## src/rtl/alu_seq_unit.sv

```systemverilog
// alu_seq_unit: handshaked multi-cycle execution unit.
// A request is captured in IDLE. Single-cycle ops resolve in EXEC. Shifts (and
// rotates, when enabled) step one bit per cycle in SHIFT. The result and its
// flags are registered on entry to DONE and are held until the response handshake.
// Optional feature: define ALU_SEQ_ROTATE_EN to make OP 9 (rotate left) and
// OP 10 (rotate right) legal. Without it they take the illegal-opcode path.
module alu_seq_unit #(
  parameter int unsigned W         = 8,
  parameter int unsigned MAX_SHIFT = 8
) (
  input  logic         Clk,
  input  logic         Reset,
  input  logic         Req_valid,
  output logic         Req_ready,
  input  logic [3:0]   OP,
  input  logic [W-1:0] InputA,
  input  logic [W-1:0] InputB,
  input  logic         SC_in,
  output logic         Rsp_valid,
  input  logic         Rsp_ready,
  output logic [W-1:0] Out,
  output logic         SC_out,
  output logic         Zero,
  output logic         Parity,
  output logic         Odd,
  output logic         Err
);

  localparam int unsigned CW = $clog2(MAX_SHIFT + 1);

  localparam logic [1:0] S_IDLE  = 2'd0;
  localparam logic [1:0] S_EXEC  = 2'd1;
  localparam logic [1:0] S_SHIFT = 2'd2;
  localparam logic [1:0] S_DONE  = 2'd3;

  localparam logic [3:0] OP_ADD = 4'd0;
  localparam logic [3:0] OP_SUB = 4'd1;
  localparam logic [3:0] OP_AND = 4'd2;
  localparam logic [3:0] OP_OR  = 4'd3;
  localparam logic [3:0] OP_XRB = 4'd4;
  localparam logic [3:0] OP_SHL = 4'd5;
  localparam logic [3:0] OP_SHR = 4'd6;
  localparam logic [3:0] OP_EQ  = 4'd7;
  localparam logic [3:0] OP_LT  = 4'd8;
  localparam logic [3:0] OP_ROL = 4'd9;
  localparam logic [3:0] OP_ROR = 4'd10;

  // State and captured request
  logic [1:0]    r_state;
  logic [3:0]    r_op;
  logic [W-1:0]  r_a;
  logic [W-1:0]  r_b;
  logic          r_ci;
  logic [W-1:0]  r_val;
  logic [CW-1:0] r_cnt;

  // Registered response
  logic [W-1:0]  r_out;
  logic          r_sc;
  logic          r_zero;
  logic          r_par;
  logic          r_odd;
  logic          r_err;

  // Combinational helpers
  logic          w_accept;
  logic          w_is_shift;
  logic [CW-1:0] w_cnt_load;
  logic [W:0]    w_sum;
  logic [W-1:0]  w_exec_res;
  logic          w_exec_co;
  logic          w_exec_ill;
  logic [W-1:0]  w_val_step;
  logic          w_fin_load;
  logic [W-1:0]  w_fin_out;
  logic          w_fin_co;
  logic          w_fin_err;

  assign Req_ready = (r_state == S_IDLE);
  assign Rsp_valid = (r_state == S_DONE);
  assign w_accept  = Req_valid && (r_state == S_IDLE);

  assign Out    = r_out;
  assign SC_out = r_sc;
  assign Zero   = r_zero;
  assign Parity = r_par;
  assign Odd    = r_odd;
  assign Err    = r_err;

  // Decide whether the incoming opcode takes the iterative shift path
  always_comb begin
    w_is_shift = (OP == OP_SHL) || (OP == OP_SHR);
`ifdef ALU_SEQ_ROTATE_EN
    if ((OP == OP_ROL) || (OP == OP_ROR)) begin
      w_is_shift = 1'b1;
    end
`endif
  end

  // Saturate the requested shift count at MAX_SHIFT
  always_comb begin
    if (32'(InputB) > MAX_SHIFT) begin
      w_cnt_load = CW'(MAX_SHIFT);
    end else begin
      w_cnt_load = CW'(InputB);
    end
  end

  // Single-cycle operations on the captured operands
  always_comb begin
    w_sum      = '0;
    w_exec_res = '0;
    w_exec_co  = 1'b0;
    w_exec_ill = 1'b0;
    case (r_op)
      OP_ADD: begin
        w_sum      = {1'b0, r_a} + {1'b0, r_b} + {{W{1'b0}}, r_ci};
        w_exec_res = w_sum[W-1:0];
        w_exec_co  = w_sum[W];
      end
      OP_SUB: begin
        w_exec_res = r_a - r_b;
        w_exec_co  = (r_a < r_b);
      end
      OP_AND:  w_exec_res = r_a & r_b;
      OP_OR:   w_exec_res = r_a | r_b;
      OP_XRB:  w_exec_res = {{(W-1){1'b0}}, ^r_b};
      OP_EQ:   w_exec_res = {{(W-1){1'b0}}, (r_a == r_b)};
      OP_LT:   w_exec_res = {{(W-1){1'b0}}, (r_a < r_b)};
      // Shift-class opcodes never reach EXEC, so only illegal ones land here
      default: w_exec_ill = 1'b1;
    endcase
  end

  // One-bit step of the iterative shift/rotate
  always_comb begin
    w_val_step = r_val;
    case (r_op)
      OP_SHL:  w_val_step = r_val << 1;
      OP_SHR:  w_val_step = r_val >> 1;
`ifdef ALU_SEQ_ROTATE_EN
      OP_ROL:  w_val_step = {r_val[W-2:0], r_val[W-1]};
      OP_ROR:  w_val_step = {r_val[0], r_val[W-1:1]};
`endif
      default: w_val_step = r_val;
    endcase
  end

  // Select the value that lands in the response registers on entry to DONE
  always_comb begin
    w_fin_load = 1'b0;
    w_fin_out  = r_val;
    w_fin_co   = 1'b0;
    w_fin_err  = 1'b0;
    if (r_state == S_EXEC) begin
      w_fin_load = 1'b1;
      w_fin_out  = w_exec_ill ? '0 : w_exec_res;
      w_fin_co   = w_exec_ill ? 1'b0 : w_exec_co;
      w_fin_err  = w_exec_ill;
    end else if ((r_state == S_SHIFT) && (r_cnt == '0)) begin
      w_fin_load = 1'b1;
    end
  end

  // Control FSM plus request capture and shift iteration
  always_ff @(posedge Clk or posedge Reset) begin
    if (Reset) begin
      r_state <= S_IDLE;
      r_op    <= '0;
      r_a     <= '0;
      r_b     <= '0;
      r_ci    <= 1'b0;
      r_val   <= '0;
      r_cnt   <= '0;
    end else begin
      case (r_state)
        S_IDLE: begin
          if (w_accept) begin
            r_op    <= OP;
            r_a     <= InputA;
            r_b     <= InputB;
            r_ci    <= SC_in;
            r_val   <= InputA;
            r_cnt   <= w_cnt_load;
            r_state <= w_is_shift ? S_SHIFT : S_EXEC;
          end
        end
        S_EXEC: begin
          r_state <= S_DONE;
        end
        S_SHIFT: begin
          // A zero count exits immediately, so InputA passes through untouched
          if (r_cnt == '0) begin
            r_state <= S_DONE;
          end else begin
            r_val <= w_val_step;
            r_cnt <= r_cnt - CW'(1);
          end
        end
        S_DONE: begin
          if (Rsp_ready) begin
            r_state <= S_IDLE;
          end
        end
        default: r_state <= S_IDLE;
      endcase
    end
  end

  // Response registers: flags are derived from the very value being stored
  always_ff @(posedge Clk or posedge Reset) begin
    if (Reset) begin
      r_out  <= '0;
      r_sc   <= 1'b0;
      r_zero <= 1'b1;
      r_par  <= 1'b0;
      r_odd  <= 1'b0;
      r_err  <= 1'b0;
    end else if (w_accept) begin
      r_err <= 1'b0;
    end else if (w_fin_load) begin
      r_out  <= w_fin_out;
      r_sc   <= w_fin_co;
      r_zero <= (w_fin_out == '0);
      r_par  <= ^w_fin_out;
      r_odd  <= w_fin_out[0];
      r_err  <= w_fin_err;
    end
  end

  // The two channels are never open at the same time
  a_no_overlap: assert property (@(posedge Clk) disable iff (Reset)
    !(Req_ready && Rsp_valid));

  // Held flags always agree with the held result
  a_flags_consistent: assert property (@(posedge Clk) disable iff (Reset)
    (Zero == (Out == '0)) && (Parity == ^Out) && (Odd == Out[0]));

endmodule

```

## config.mk

```make
export PLATFORM = sky130hd
export DESIGN_NAME = alu_seq_unit
export DESIGN_NICKNAME = d
export VERILOG_FILES = /design/src/rtl/alu_seq_unit.sv
export SDC_FILE = /design/constraint.sdc
export NUM_CORES = 1
export LEC_CHECK = 0
export CAP_MARGIN = 25
export CORE_ASPECT_RATIO = 0.75
export CORE_MARGIN = 2
export CORE_UTILIZATION = 59
export CTS_BUF_LIST = sky130_fd_sc_hd__clkbuf_4 sky130_fd_sc_hd__clkbuf_8
export CTS_CLUSTER_SIZE = 14
export DETAILED_ROUTE_END_ITERATION = 7
export PLACE_DENSITY_LB_ADDON = 0.3
export SLEW_MARGIN = 20
export SYNTH_ARGS = -nofsm -noshare
export SYNTH_HDL_FRONTEND = slang
export SYNTH_SLANG_ARGS = --single-unit
```

## constraint.sdc

```tcl
create_clock -name Clk -period 4.5 [get_ports Clk]
set_clock_uncertainty 0.2 [all_clocks]
set_input_delay 1.35 -clock Clk [delete_from_list [all_inputs] [get_ports Clk]]
set_output_delay 1.35 -clock Clk [all_outputs]
set_load 0.03 [all_outputs]
```

Word level (Yosys, flattened, before mapping)
Cells that the tools add are included.
{ "op_classes": {"add_sub_neg": 4, "n_lt_le_gt_ge": 2, "n_mux": 25, "n_bitwise": 3, "reduce_logical": 17, "eq_ne": 19} }
{ "op_table": {"columns": ["operator", "n"], "rows": [
  ["$pmux W8 S7", 1],
  ["$mux W8", 4],
  ["$pmux W8 S2", 2],
  ["$eq A4 B3 Y1 const B", 6],
  ["$reduce_xor A8 Y1", 2],
  ["$mux W4", 3],
  ["$add A8 B8 Y9", 1],
  ["$add A9 B1 Y9", 1],
  ["$and A8 B8 Y8", 1],
  ["$eq A4 B2 Y1 const B", 2],
  ["$eq A8 B8 Y1", 1],
  ["$gt A8 B4 Y1 const B", 1],
  ["$logic_not A4 Y1", 2],
  ["$logic_not A8 Y1", 1],
  ["$lt A8 B8 Y1", 1],
  ["$mux W1", 8],
  ["$mux W2", 4],
  ["$or A8 B8 Y8", 1],
  ["$pmux W2 S4", 1],
  ["$pmux W4 S2", 1],
  ["$sub A8 B8 Y8", 1],
  ["$reduce_or A7 Y1", 1],
  ["$ne A2 B1 Y1 const B", 3],
  ["$reduce_and A3 Y1", 2],
  ["other kinds (15)", 19]
]} }
{ "word_totals": {"register_bits": 48, "in_bits": 25} }

Longest topological paths before layout
{ "depth": {"word_depth": 6, "ltp_mapped": 14} }

Worst setup path before layout
OpenSTA, ideal clock, no wires.
{ "synth_path": {"path_type": "reg-to-reg", "startpoint": "register r_b[0]", "endpoint": "register r_par (netlist: Parity)", "path_buffers": 0, "setup_ns": 0.135, "period_less_slack_ns": 2.992, "arrival_time_ns": 2.656, "stages_incl_launch_ff": 14, "setup_slack_ns": 1.508, "cell_sequence": "dfrtp_1 -> fa_1 -> inv_1 -> fa_1 -> nor2b_1 -> o21ai_0 -> a22oi_1 -> xnor2_1 -> a21oi_1 -> or2_2 -> ha_1 -> xnor2_1 -> xnor2_1 -> o21ai_0"} }
{ "synth_via": {"elab_chain_len": 6, "elab_cells_between_ends": 12} }
{ "synth_lines": {"columns": ["element", "line_no", "rtl"], "rows": [
  ["start: declaration", "52", "logic [W-1:0] r_b;"],
  ["start signal: assignment", "181", "r_b <= InputB;"],
  ["$add A8 B8 Y9", "117", "w_sum = {1'b0, r_a} + {1'b0, r_b} + {{W{1'b0}}, r_ci};"],
  ["$add A9 B1 Y9", "117", null],
  ["$pmux W8 S7 *", "115", "case (r_op)"],
  ["$mux W8 *", "157", "w_fin_out = w_exec_ill ? '0 : w_exec_res;"],
  ["$mux W8 *", "155", "if (r_state == S_EXEC) begin"],
  ["$reduce_xor A8 Y1 *", "225", "r_par <= ^w_fin_out;"],
  ["end signal: assignment", "225", null],
  ["end: declaration", "61", "logic r_par;"]
]} }
Mark *: on every way between the ends. The rest lies on a longest branch, timed or not.
A chain may end at the register's enable or synchronous reset.

Worst setup path in the final report
{ "layout_path": {"startpoint": "register r_b[1]", "endpoint": "register r_par (netlist: Parity)"} }
Same word-level chain as after synthesis.

==> impl_metrics.yaml <==
clocking:
  postCtsSetupRepairBufs: 0
  cts_tree: "done"
  clock_sink_count: 47
  cts-hold-fix-buffers: 0
  cts.path.max_buffers: 2
  path_clk_slew_ns: 0.10
  htreeDepth: 2
  numCtsBuffers: 5
  root_buffer: "clkbuf_8"
  cts.repair.resized: 0
  clock_latency_ns: 0.31
drt:
  postRouteAntennaNets: 0
  drc_errors: 0
  wl_um: 9800
  wl_per_cell_um: 18.1
  via_per_inst: 6.33
  drt_pre_antenna_iters: 5
  dr.first_iter.drc_count: 383
  num_vias: 3416
logic_synthesis:
  ys.flop_type: "dfrtp_1"
  yosys.cell_count.top_type: "nand2_1"
  synth.top_cell.area_share_pct: 31.4
  postSynth.asyncResetShare_pct: 100
  synth_common_cells: "55 x nand2_1, 50 x o21ai_0, 46 x dfrtp_1, 35 x inv_1, 34 x ha_1"
  ys_seq_area_share_pct: 32.1
  synth.distinct_cells: 58
  postSynthNetCount: 496
  syn_area_per_cell_um2: 8.45
  yosys.area.top_type: "dfrtp_1"
  synth_cells: 434
  synth.area.top_cells: "dfrtp_1 31%, ha_1 12%, o21ai_0 6.8%, nand2_1 5.6%, inv_1 3.6%"
  synth.cell_area_um2: 3670
  ys_seq_elements: 47
  yosys_warnings: 0
  synth_edf_count: 0
grt:
  grt-busiest-layer: "met1"
  grt_max_degree: 48
  grtUsageMet2_pct: 42.8
  antenna_found_initial: 0
  grt_pass1_wl_um: 15600
  use_met1_pct: 46.4
  overflow: 0
  track_usage_pct: 29.8
  grt_pass1_vias: 3084
  grt.met3_usage_pct: 5.30
floorplan:
  initial_utilization_pct: 62.0
  die_area_um2: 6870
  fp.dieH_um: 72.3
  io_pins: 40
  die_w_um: 95.1
  rows: 24
  core_area_um2: 5920
timing:
  holdWs_ns: 0.293
  finalCriticalPeriod_ns: 3.46
  drv_slew: 0
  tightest_slew_ns: 0.985
  min_period_over_period_pct: 76.9
  timing.fmax_mhz: 289
  finalSetupTns_ns: 0
  setup_violations: 0
  slew_headroom_pct: 33.9
  rsz0062_at_grt: "no"
  finalHoldViolCount: 0
critical_path:
  crit_path_start_kind: "flip-flop"
  cp-end-kind: "flip-flop"
  critPathMaxFanout: 5
  rr_worst_depth: 12
  worstPathArrival_ns: 3.41
  required_ns: 4.45
  crit_type: "reg2reg"
place:
  hpwlAfterDp_um: 7260
  io_buffers: 39
  gp_congestion: 0.958
  dp.cells: 531
finish:
  stdcell_count: 540
  antenna-diode-count: 0
  final_core_util_pct: 71.3
  register_area_um2: 1180
  fill_cells: 461
  area_growth_pct: 15.0
  num-nets-final: 523
  drive_gt1_share_pct: 6.06
  multiInputGateArea_um2: 2240
hold_path:
  hold_depth: 2
  hold_path_class: "reg2reg"
job:
  cap_violations: 0
status:
  status: "finished clean"
## cells in the final DEF, fill, tap and decap left out, types with 3 or more instances in the layout
cell type / netlist / routed
a21o_1: 5 / 5
clkbuf_8: 0 / 6
nor3_1: 7 / 7
o22ai_1: 5 / 5
nor4_1: 4 / 4
a22oi_1: 3 / 3
nand3_1: 4 / 4
nor2_1: 23 / 23
a21oi_1: 19 / 19
xnor2_1: 14 / 14
buf_4: 2 / 5
clkdlybuf4s50_1: 0 / 39
o21a_1: 3 / 3
o21ai_0: 50 / 50
nand4_1: 5 / 5
ha_1: 34 / 34
nand3b_1: 4 / 4
inv_1: 35 / 34
mux2i_1: 11 / 11
a211oi_1: 3 / 3
nand2_1: 55 / 55
fa_1: 3 / 3
o211ai_1: 4 / 4
nor2b_1: 8 / 8
nand2b_1: 8 / 8
dfrtp_1: 46 / 46
a31oi_1: 7 / 7
mux2_2: 6 / 6
or4_1: 3 / 3
o32ai_1: 3 / 3
nor3b_1: 5 / 5
## worst paths after layout
kind / startpoint / endpoint / slack [ns]
max: r_b[1] / Parity / 1.04
min reg2reg: Out[2] / Out[2] / 0.29
max in group asynchronous: Reset / r_a[3] / 2.54
min in group asynchronous: Reset / Out[6] / 1.09
min: Out[2] / Out[2] / 0.29
max reg2reg: r_b[1] / Parity / 1.04
## critical path, cell delays in order (launching register included)
cell and delay [ns]:
dfrtp_1 0.42, inv_1 0.20, ha_1 0.31, o21ba_2 0.22, o41ai_1 0.52, nor2_1 0.14
mux2_4 0.34, nand4_1 0.09, o211ai_1 0.11, ha_1 0.32, xnor2_1 0.19, xnor2_1 0.15
o21ai_0 0.10
## cell families (layout without fill, tap and decap cells)
group                      after synthesis  after routing  share of synthesized area [%]
adders and majority gates               37             37                           13.2
buffers and inverters                   61             89                           6.82
muxes                                   19             19                           5.87
xor gates and xnor gates                15             15                           3.58
AOI/OAI and AO/OA                      122            122                           20.5
and+or+nand+nor                        133            133                           17.9
DFF                                     47             47                           32.1
## metal layers
layer | wire [um] | part of all wire [%] | vias up
met3 | 1070 | 11 | 17
met1 | 4360 | 44 | 1634
met5 | 0 | 0 | -
li1 | - | - | 1572
met2 | 4210 | 43 | 193
met4 | 164 | 1.7 | 0
## per-stage QoR
| stage | setup WS [ns] | area [um2] |
|---|---|---|
| 2_1_floorplan | 1.51 | 3670 |
| 3_3_place_gp | 1.17 | 4080 |
| 3_5_place_dp | 1.08 | 4080 |
| 4_1_cts | 1.07 | 4200 |
| 5_1_grt | 0.762 | 4220 |
| 6_report | 1.04 | 4220 |
## registers in the layout, indices dropped and copies added, names as in the netlist
| register | flops |
|---|---|
| Err | 1 |
| Out | 8 |
| Parity | 1 |
| SC_out | 1 |
| Zero | 1 |
| r_a | 8 |
| r_b | 8 |
| r_ci | 1 |
| r_cnt | 4 |
| r_op | 4 |
| r_state | 2 |
| r_val | 8 |
## cell type report
type / count / share of cell area [%]
multi-input combinational: 326 / 53.1
sequential: 47 / 27.9
timing repair buffer: 45 / 10.6
inverter: 36 / 3.20
tap: 78 / 2.31
clock buffer: 6 / 1.96
clock inverter: 2 / 0.919
Power is left out: the tool's default activity adds up to more than one toggle a clock period on the data nets, which glitch-free logic cannot reach.
